===== config.mk =====
export PLATFORM = sky130hd
export DESIGN_NAME = mouse_click_conditioner
export DESIGN_NICKNAME = d
export VERILOG_FILES = /design/src/rtl/vga_pkg.sv /design/src/rtl/mouse_click_conditioner_button.sv /design/src/rtl/mouse_click_conditioner.sv
export SDC_FILE = /design/constraint.sdc
export NUM_CORES = 1
export LEC_CHECK = 0
export CAP_MARGIN = 20
export CORE_ASPECT_RATIO = 0.7
export CORE_UTILIZATION = 59
export CTS_CLUSTER_SIZE = 14
export DETAILED_ROUTE_END_ITERATION = 16
export PLACE_DENSITY = 0.89
export SYNTH_ARGS = -nofsm -noshare
export SYNTH_HDL_FRONTEND = slang
export SYNTH_SLANG_ARGS = --single-unit

===== constraint.sdc =====
create_clock -name clk -period 4.93 [get_ports clk]
set_input_delay 0.7395 -clock clk [delete_from_list [all_inputs] [get_ports clk]]
set_output_delay 0.7395 -clock clk [all_outputs]
set_load 0.02 [all_outputs]

===== src/rtl/vga_pkg.sv =====
// Shared types and defaults for the VGA game front end.
package vga_pkg;

    // Per-button debounce states
    typedef enum logic [1:0] {
        IDLE,
        PRESS_WAIT,
        HELD,
        RELEASE_WAIT
    } btn_state_t;

    // 10 ms at a 65 MHz pixel clock
    localparam int DEBOUNCE_CYCLES_DEFAULT = 650000;
    localparam int XY_W_DEFAULT            = 12;

endpackage


===== src/rtl/mouse_click_conditioner_button.sv =====
// button_debouncer: 2-flop synchroniser, debounce FSM and counter for one button.
// The release pulse port is called rel because release is a reserved word.
// accept is a combinational early copy of the press condition, so the parent
// can capture coordinates on the same edge that registers the press pulse.
module button_debouncer
    import vga_pkg::*;
#(
    parameter int DEBOUNCE_CYCLES = DEBOUNCE_CYCLES_DEFAULT
) (
    input  logic clk,
    input  logic rst,
    input  logic raw,
    output logic level,
    output logic press,
    output logic rel,
    output logic accept
);

    localparam int                CNT_W    = $clog2(DEBOUNCE_CYCLES + 1);
    localparam logic [CNT_W-1:0]  CNT_LAST = CNT_W'(DEBOUNCE_CYCLES - 1);

    logic             sync1;
    logic             sync2;
    btn_state_t       state;
    logic [CNT_W-1:0] cnt;

    // Bring the possibly asynchronous raw button into the clk domain
    always_ff @(posedge clk or negedge rst) begin
        if (!rst) begin
            sync1 <= 1'b0;
            sync2 <= 1'b0;
        end else begin
            sync1 <= raw;
            sync2 <= sync1;
        end
    end

    // High on the cycle whose closing edge will register the press pulse
    assign accept = (state == PRESS_WAIT) && sync2 && (cnt == CNT_LAST);

    // Debounce FSM; counter is cleared on each wait-state entry and stops at CNT_LAST
    always_ff @(posedge clk or negedge rst) begin
        if (!rst) begin
            state <= IDLE;
            cnt   <= '0;
            level <= 1'b0;
            press <= 1'b0;
            rel   <= 1'b0;
        end else begin
            press <= 1'b0;
            rel   <= 1'b0;
            case (state)
                IDLE: begin
                    if (sync2) begin
                        state <= PRESS_WAIT;
                        cnt   <= '0;
                    end
                end
                PRESS_WAIT: begin
                    if (!sync2) begin
                        state <= IDLE;
                    end else if (cnt == CNT_LAST) begin
                        state <= HELD;
                        press <= 1'b1;
                        level <= 1'b1;
                    end else begin
                        cnt <= cnt + CNT_W'(1);
                    end
                end
                HELD: begin
                    if (!sync2) begin
                        state <= RELEASE_WAIT;
                        cnt   <= '0;
                    end
                end
                RELEASE_WAIT: begin
                    if (sync2) begin
                        state <= HELD;
                    end else if (cnt == CNT_LAST) begin
                        state <= IDLE;
                        rel   <= 1'b1;
                        level <= 1'b0;
                    end else begin
                        cnt <= cnt + CNT_W'(1);
                    end
                end
                default: state <= IDLE;
            endcase
        end
    end

endmodule


===== src/rtl/mouse_click_conditioner.sv =====
// Mouse front end: debounced button levels, press/release pulses and the
// cursor position latched at each accepted press.
module mouse_click_conditioner
    import vga_pkg::*;
#(
    parameter int DEBOUNCE_CYCLES = DEBOUNCE_CYCLES_DEFAULT,
    parameter int XY_W            = XY_W_DEFAULT
) (
    input  logic            clk,
    input  logic            rst,
    input  logic            left_raw,
    input  logic            right_raw,
    input  logic [XY_W-1:0] xpos,
    input  logic [XY_W-1:0] ypos,
    output logic            MouseLeft,
    output logic            MouseRight,
    output logic            left_press,
    output logic            right_press,
    output logic            left_release,
    output logic            right_release,
    output logic [XY_W-1:0] click_x,
    output logic [XY_W-1:0] click_y
);

    logic left_accept;
    logic right_accept;

    button_debouncer #(.DEBOUNCE_CYCLES(DEBOUNCE_CYCLES)) u_left (
        .clk    (clk),
        .rst    (rst),
        .raw    (left_raw),
        .level  (MouseLeft),
        .press  (left_press),
        .rel    (left_release),
        .accept (left_accept)
    );

    button_debouncer #(.DEBOUNCE_CYCLES(DEBOUNCE_CYCLES)) u_right (
        .clk    (clk),
        .rst    (rst),
        .raw    (right_raw),
        .level  (MouseRight),
        .press  (right_press),
        .rel    (right_release),
        .accept (right_accept)
    );

    // Latch the live cursor on the edge that registers either press (once if both)
    always_ff @(posedge clk or negedge rst) begin
        if (!rst) begin
            click_x <= '0;
            click_y <= '0;
        end else if (left_accept || right_accept) begin
            click_x <= xpos;
            click_y <= ypos;
        end
    end

endmodule


======== Word level (Yosys, flattened, before mapping) ========
Cells that the tools add are included.
Widths: inputs -> output; s select.
word-level totals
  bits in registers ....................... 78
  output and inout port bits .............. 30
  logic and storage cells ................. 103
  input port bits ......................... 28
cells by class
  $add $sub $neg .......................... 2
  muxes and demuxes ....................... 46
  reductions and logical operators ........ 15
  equality and inequality tests ........... 24
operators with widths
  cell                   count
  $mux 20                10
  $pmux 20 s4            2
  $add 20x1->20 const B  2
  $eq 20x20->1 const B   2
  $mux 2                 12
  $mux 1                 18
  $pmux 2 s4             2
  $reduce_and 4->1       4
  $ne 2x1->1 const B     6
  $ne 2x2->1 const B     6
  $reduce_and 5->1       2
  $eq 2x2->1 const B     4
  $ne 3x1->1 const B     2
  $ne 3x3->1 const B     2
  $eq 2x1->1 const B     2
  $logic_and 1x1->1      4
  $logic_not 2->1        2
  $pmux 1 s2             2
  $reduce_bool 2->1      2
  $logic_or 1x1->1       1

======== Longest topological paths before layout ========
Gate-level depths: netlist of the first run.
  depth after elaboration ................. 4
  gate-level depth with buffers ........... 6
  gate-level depth less buffers ........... 5

======== By module ========
From an unflattened synthesis of the first run, not the netlist that was laid out.
unflattened totals
  cell total of the unflattened synthesis .. 383
  area total of the unflattened synthesis .. 4030.1 µm²
modules (own cells, without submodules)
  module                      instances  cells each  seq. area each (µm²)  area an instance (µm²)
  button_debouncer (u_left)   1          180         675.6                 1621.6
  button_debouncer (u_right)  1          152         675.6                 1500.2
  mouse_click_conditioner     1          51          600.6                 908.4

======== Least setup slack after synthesis of the first run ========
OpenSTA, ideal clock, no wires.
  path kind ............................... register to register
  start ................................... register u_right.cnt[10]
  end ..................................... register click_x[10]
  data required time ...................... 4.805 ns
  library setup time ...................... 0.125 ns
  clock period less this slack ............ 2.020 ns
  buffers on the path ..................... 2
  setup slack ............................. 2.910 ns
  arrival ................................. 1.896 ns
  stages on the path, launching flop included .. 7
  cells stage by stage .................... dfrtp_1 > buf_2 > nor4b_1 > nand4_1 > o32ai_4 > buf_6 > mux2_2
on the way
  longest elaborated chain between the ends .. 3
RTL lines
  what                      line                                  source
  start: declaration        mouse_click_conditioner_button.sv:25  logic [CNT_W-1:0] cnt;
  start signal: assignment  mouse_click_conditioner_button.sv:67  cnt <= cnt + CNT_W'(1);
  start signal: assignment  mouse_click_conditioner_button.sv:84  cnt <= cnt + CNT_W'(1);
  $eq 20x20->1              mouse_click_conditioner_button.sv:39  assign accept = (state == PRESS_WAIT) && sync2 && (cnt == CNT_LAST);
  $logic_and 1x1->1         mouse_click_conditioner_button.sv:39
  $logic_or 1x1->1          mouse_click_conditioner.sv:53         end else if (left_accept || right_accept) begin
  end signal: assignment    mouse_click_conditioner.sv:54         click_x <= xpos;
  end: declaration          mouse_click_conditioner.sv:21         output logic [XY_W-1:0] click_x,
No other way between the ends.
A chain may end at the register's enable or synchronous reset.

======== Worst setup path in the final report of the first run ========
  start ................................... register u_right.cnt[10]
  end ..................................... register click_x[1]
Same word-level chain as after synthesis.

==> results of run 1 <==
-- cells in the final DEF, fill, tap and decap left out, types with 5 or more instances in the layout --
master           instances
dfrtp_1                 78
o21ai_0                 12
clkdlybuf4s50_1         56
or4_1                    7
clkbuf_8                 9
nor3_1                  12
nand3_1                 19
a21oi_1                 16
mux2_2                  31
nand4b_1                 5
nor2_1                  18
nor4_1                  10
nand2_1                 38
inv_1                    5
and3_1                   9
a22o_1                  12
nand4_1                 18
o211ai_1                 7
o31ai_1                  7
-- power breakdown --
group / leakage [nW] / switching [mW] / total, mW / internal, mW
Clock: 0.104 / 0.251 / 0.540 / 0.289
Sequential: 1.07 / 0.0240 / 0.673 / 0.649
Combinational: 0.909 / 0.0386 / 0.0756 / 0.0370
-- cell families (layout without fill, tap and decap cells) --
kind of cell             after synthesis  after routing  share of synthesized area, %
flip-flops                            78             78                          47.7
AO/OA/AOI/OAI                         72             72                          12.8
XOR/XNOR                               4              4                          1.04
adder cells (fa/ha/maj)                2              2                         0.611
buffers and inverters                 31             82                          3.52
multiplexers                          37             37                          10.1
AND/OR/NAND/NOR                      172            172                          24.2
-- layer usage --
metal	vias up	track usage, %	part of all wire, %
met2	214	46.4	46
met3	29	11.9	10
met5	-	0	0
met4	0	12.6	2.5
met1	1736	41.9	42
li1	1594	-	-
-- area by class of cell --
class	instances	area, µm²
clock buffers	10	128
clock inverters	6	92.6
fillers	405	1520
inverters	5	18.8
multi-input cells	287	2000
flip-flops and latches	78	1950
well taps	91	114
repair buffers	61	626
-- state kept, by name (all words and copies together) (netlist names), 12 cells and up, named ones only --
name	cells
click_y	12
u_right.cnt	20
click_x	12
u_left.cnt	20
-- worst max-delay path, delay by kind of cell, from the launching register on --
family,cells,cell delay [ps]
multiplexers,1,360
buffers and inverters,1,250
AND/OR/NAND/NOR,2,850
AO/OA/AOI/OAI,1,340
flip-flops,1,480
-- worst paths after layout --
check	start	to	slack [ps]	cells after the start
setup reg to reg	u_right.cnt[10]	click_x[1]	2530	5
max in group asynchronous	rst	u_left.cnt[8]	4200	2
setup / recovery	u_right.cnt[10]	click_x[1]	2530	5
min in group clk	u_left.sync1	u_left.sync2	360	0
hold reg to reg	u_left.sync1	u_left.sync2	360	0
hold / removal	rst	u_right.cnt[8]	180	1
==> metrics, run 1 <==
outcome=completed; setup TNS=0 ps; worst skew pair latency=360 ps; CP cell instances=nor4b_1 -> nand4_1 -> o32ai_4 -> buf_8 -> mux2_2; Net count, final=472; Tmin final=2400 ps; post-route clock period utilization=between 40% and 50%; Slew @ Worst Pin=around 990 ps; startpoint types=flip-flop; Post-synth top cells=78 x dfrtp_1, 38 x nand2_1, 31 x mux2_2; Num CTS Buffers=9; count of cell types in the netlist=55; clk buf depth=2; largest fanout on the critical path=22; Initial Util=between 60% and 70%; CP Data Required Time=approximately 5200 ps; most frequent cell after synthesis=dfrtp_1; Area contributors post-synth=dfrtp_1 48%, mux2_2 8.5%, nand2_1 3.5%; Hold Vio Cnt, Final=0; Placed Instance Area=approximately 4700 µm²; cts hold-fix bufs=0; Post-synth EDFFs=0; gr usage total=31.4%; Final Instance Count excl. Fillers=between 500 and 600; Die Ht=between 70 and 80 µm; top achievable clock speed=around 420 MHz; setup bufs post-CTS=0; Placer Congestion=between 0.9 and 1; Tightest Hold Check Type=in2async; synthesized area=4090 µm²; layout cell share with drive strength beyond 1=a little over an eighth; crit-path max cell delay=between 400 and 500 ps; Via density=between 6 and 7; n_diodes=0; Seq cells post-synth=just under 80; drt initial violations=about 460; DR pass1 iterations=5; chip width=approximately 100 µm; Clock Sinks=78; area leader, netlist=dfrtp_1; DRC viols=0; Crit-path slowest cell=dfrtp_1; Synth Net Count=426; WHS=about 180 ps; WS Path Type=reg2reg; # H-tree levels=3; Worst-path clk slew=about 80 ps; Root Driver=clkbuf_8; Leakage Power=2.08 nW; vias in the first global route=between 3000 and 4000; Top FF cell, synth=dfrtp_1; final core occ=around three quarters; IO Port Bufs=57; post-route ant nets=0; largest net degree at the start of global routing=79; Avg Cell Area, Syn=just over 10 µm²; Post-Route WL=approximately 11 mm; Final Skew=between 10 and 15 ps; RSZ-0062 raised after global routing=no; area share of the largest cell type after synthesis=47.7%; Mapped Cells=396; wire length per cell=a little under 20 µm; antenna violations before repair=0; Cells after DPL=520; post-cts resize count=0; io pins=just under 60; max cap viols=0; pre-CTS WS=~2300 ps; endpoint type of the worst setup path=flip-flop; post-DP HPWL=6.55 mm; ys async rst share=between 90% and 100%; Final Cell Area=around 4900 µm²; headroom to the max-slew limit=between 30% and 40%; Setup violations, final=0; Die ar.=around 7300 µm²; area grow syn2layout=20.6%; Placeable Area=6460 µm²; Synth Warn #=0; total grt overflow=0; # rows=24; final worst setup slack=between 2000 and 3000 ps; vias=3573; Data arrival, critical path=2640 ps; register area share after synthesis=47.7%; Final Max Slew Viols=0; first-pass GRT wire length=17.0 mm; CTS tree=done; Power Density=261 nW/µm²; Total Power=1.29 mW; Max VDD drop=0.147 mV
Power figures use the tool's default switching activity.
==> inputs of run 2 (changes only) <==
CORE_UTILIZATION = 55   (was 59)
PLACE_DENSITY = 0.84   (was 0.89)
clock period = 2.3 ns   (was 4.93 ns; I/O delays follow)
==> metrics, run 2 (synthesis results as in run 1) <==
Slew @ Worst Pin=around 570 ps; IO Port Bufs=57; Clock Sinks=78; Data arrival, critical path=2450 ps; setup TNS=0 ps; gr usage total=between 20% and 30%; drt initial violations=approximately 270; DR pass1 iterations=7; first-pass GRT wire length=between 15 and 20 mm; layout cell share with drive strength beyond 1=between 15 and 20%; CTS tree=done; vias=between 3000 and 4000; largest net degree at the start of global routing=57; Placer Congestion=~0.88; startpoint types=flip-flop; biggest regs=u_left.cnt (20), u_right.cnt (20); cell family with most CP delay=simple AND/OR/NAND/NOR gates; top achievable clock speed=roughly 460 MHz; Initial Util=58.7%; DRC viols=0; Placeable Area=around 7000 µm²; Leakage Power=about 2.2 nW; wire length per cell=18.1 µm; worst skew pair latency=roughly 370 ps; r2r worst-path depth=6; post-route ant nets=0; endpoint type of the worst setup path=flip-flop; Die Ht=between 70 and 80 µm; # rows=25; Die ar.=~7800 µm²; max cap viols=0; Num CTS Buffers=9; vias in the first global route=approximately 3400; crit-path max cell delay=between 400 and 500 ps; Root Driver=clkbuf_8; reg2reg start=u_left.cnt[0]; Max VDD drop=~0.31 mV; most frequent cells in the layout=78 x dfrtp_1, 56 x clkdlybuf4s50_1, 38 x nand2_1, 31 x mux2_2; Final Max Slew Viols=0; WHS=about 360 ps; WS Path Type=reg2reg; RSZ-0062 raised after global routing=no; Tightest Hold Check Type=reg2reg; hold endpoint=u_left.sync2; antenna violations before repair=0; Final Skew=12.3 ps; fill cell count=roughly 500; area grow syn2layout=23.1%; Tmin final=2190 ps; CP Data Required Time=about 2600 ps; FF-to-FF setup slack=around 110 ps; final core occ=between 70 and 80%; post-DP HPWL=7.00 mm; hold path depth=0; reg2reg end=click_y[2]; Power Density=between 500 and 600 nW/µm²; Post-Route WL=10.1 mm; total grt overflow=0; largest fanout on the critical path=24; Crit-path slowest cell=dfrtp_1; post-route clock period utilization=~95%; # H-tree levels=3; commonest non-fill, non-tap cell in the layout=dfrtp_1; CP bufs+invs=1; io pins=58; Hold Vio Cnt, Final=0; outcome=completed; Worst-path clk slew=roughly 90 ps; Net count, final=489; headroom to the max-slew limit=61.8%; Via density=roughly 6.3; min-delay src=u_left.sync1; chip width=about 110 µm; clk buf depth=2; CP cell instances=ha_1 -> and3_1 -> nand4b_1 -> o32ai_4 -> buf_12 -> mux2_2; Setup violations, final=0; n_diodes=0
run 2: routing by layer:
metal / GRT usage (%) / vias to the layer above / share of wire (%) / routed length [µm]
li1: - / 1634 / - / -
met1: 39.0 / 1720 / 46 / 4650
met2: 42.2 / 152 / 43 / 4320
met3: 9.11 / 18 / 9.6 / 968
met4: 10.3 / 0 / 1.7 / 172
met5: 0 / - / 0 / 0
run 2: area by class of cell:
class	count	area, µm²	area share (%)
inverters	5	18.8	0.373
flip-flops and latches	78	1950	38.7
repair buffers	78	753	15.0
multi-input cells	287	2010	39.9
clock inverters	7	62.6	1.24
clock buffers	9	124	2.46
well taps	94	118	2.33
run 2: power by group:
group / internal, mW / switching, mW
registers: 1.39 / 0.0322
logic: 0.0872 / 0.0978
clock network: 0.418 / 0.586
run 2: worst max-delay path by stage:
stage / from / endpoint / slack [ps] / cells after the start
global route: u_left.cnt[0] / click_x[6] / 20 / 6
global placement: u_right.cnt[17] / click_x[11] / 220 / 5
CTS: u_left.cnt[0] / click_x[3] / 140 / 6
floorplan: u_right.cnt[10] / click_x[10] / 280 / 6
finish: u_left.cnt[0] / click_y[2] / 110 / 6
detailed placement: u_left.cnt[0] / click_x[0] / 150 / 6
run 2: stage by stage:
stage	setup slack, ps	cells	cell area, µm²	power (mW)
floorplan	280	396	4090	1.52
global placement	220	541	4840	1.62
detailed placement	147	541	4840	1.63
CTS	137	558	5030	2.63
global route	16.3	558	5040	2.71
finish	113	558	5040	2.61
run 2: timing repair:
| action | 4_1_cts | 5_1_grt |
|---|---|---|
| hold buffers | 1 | 0 |
| endpoints found under the setup margin | 0 | 1 |
| hold endpoints to repair | 22 | 0 |
| resized for setup | 0 | 1 |
| buffers inserted | 0 | 0 |
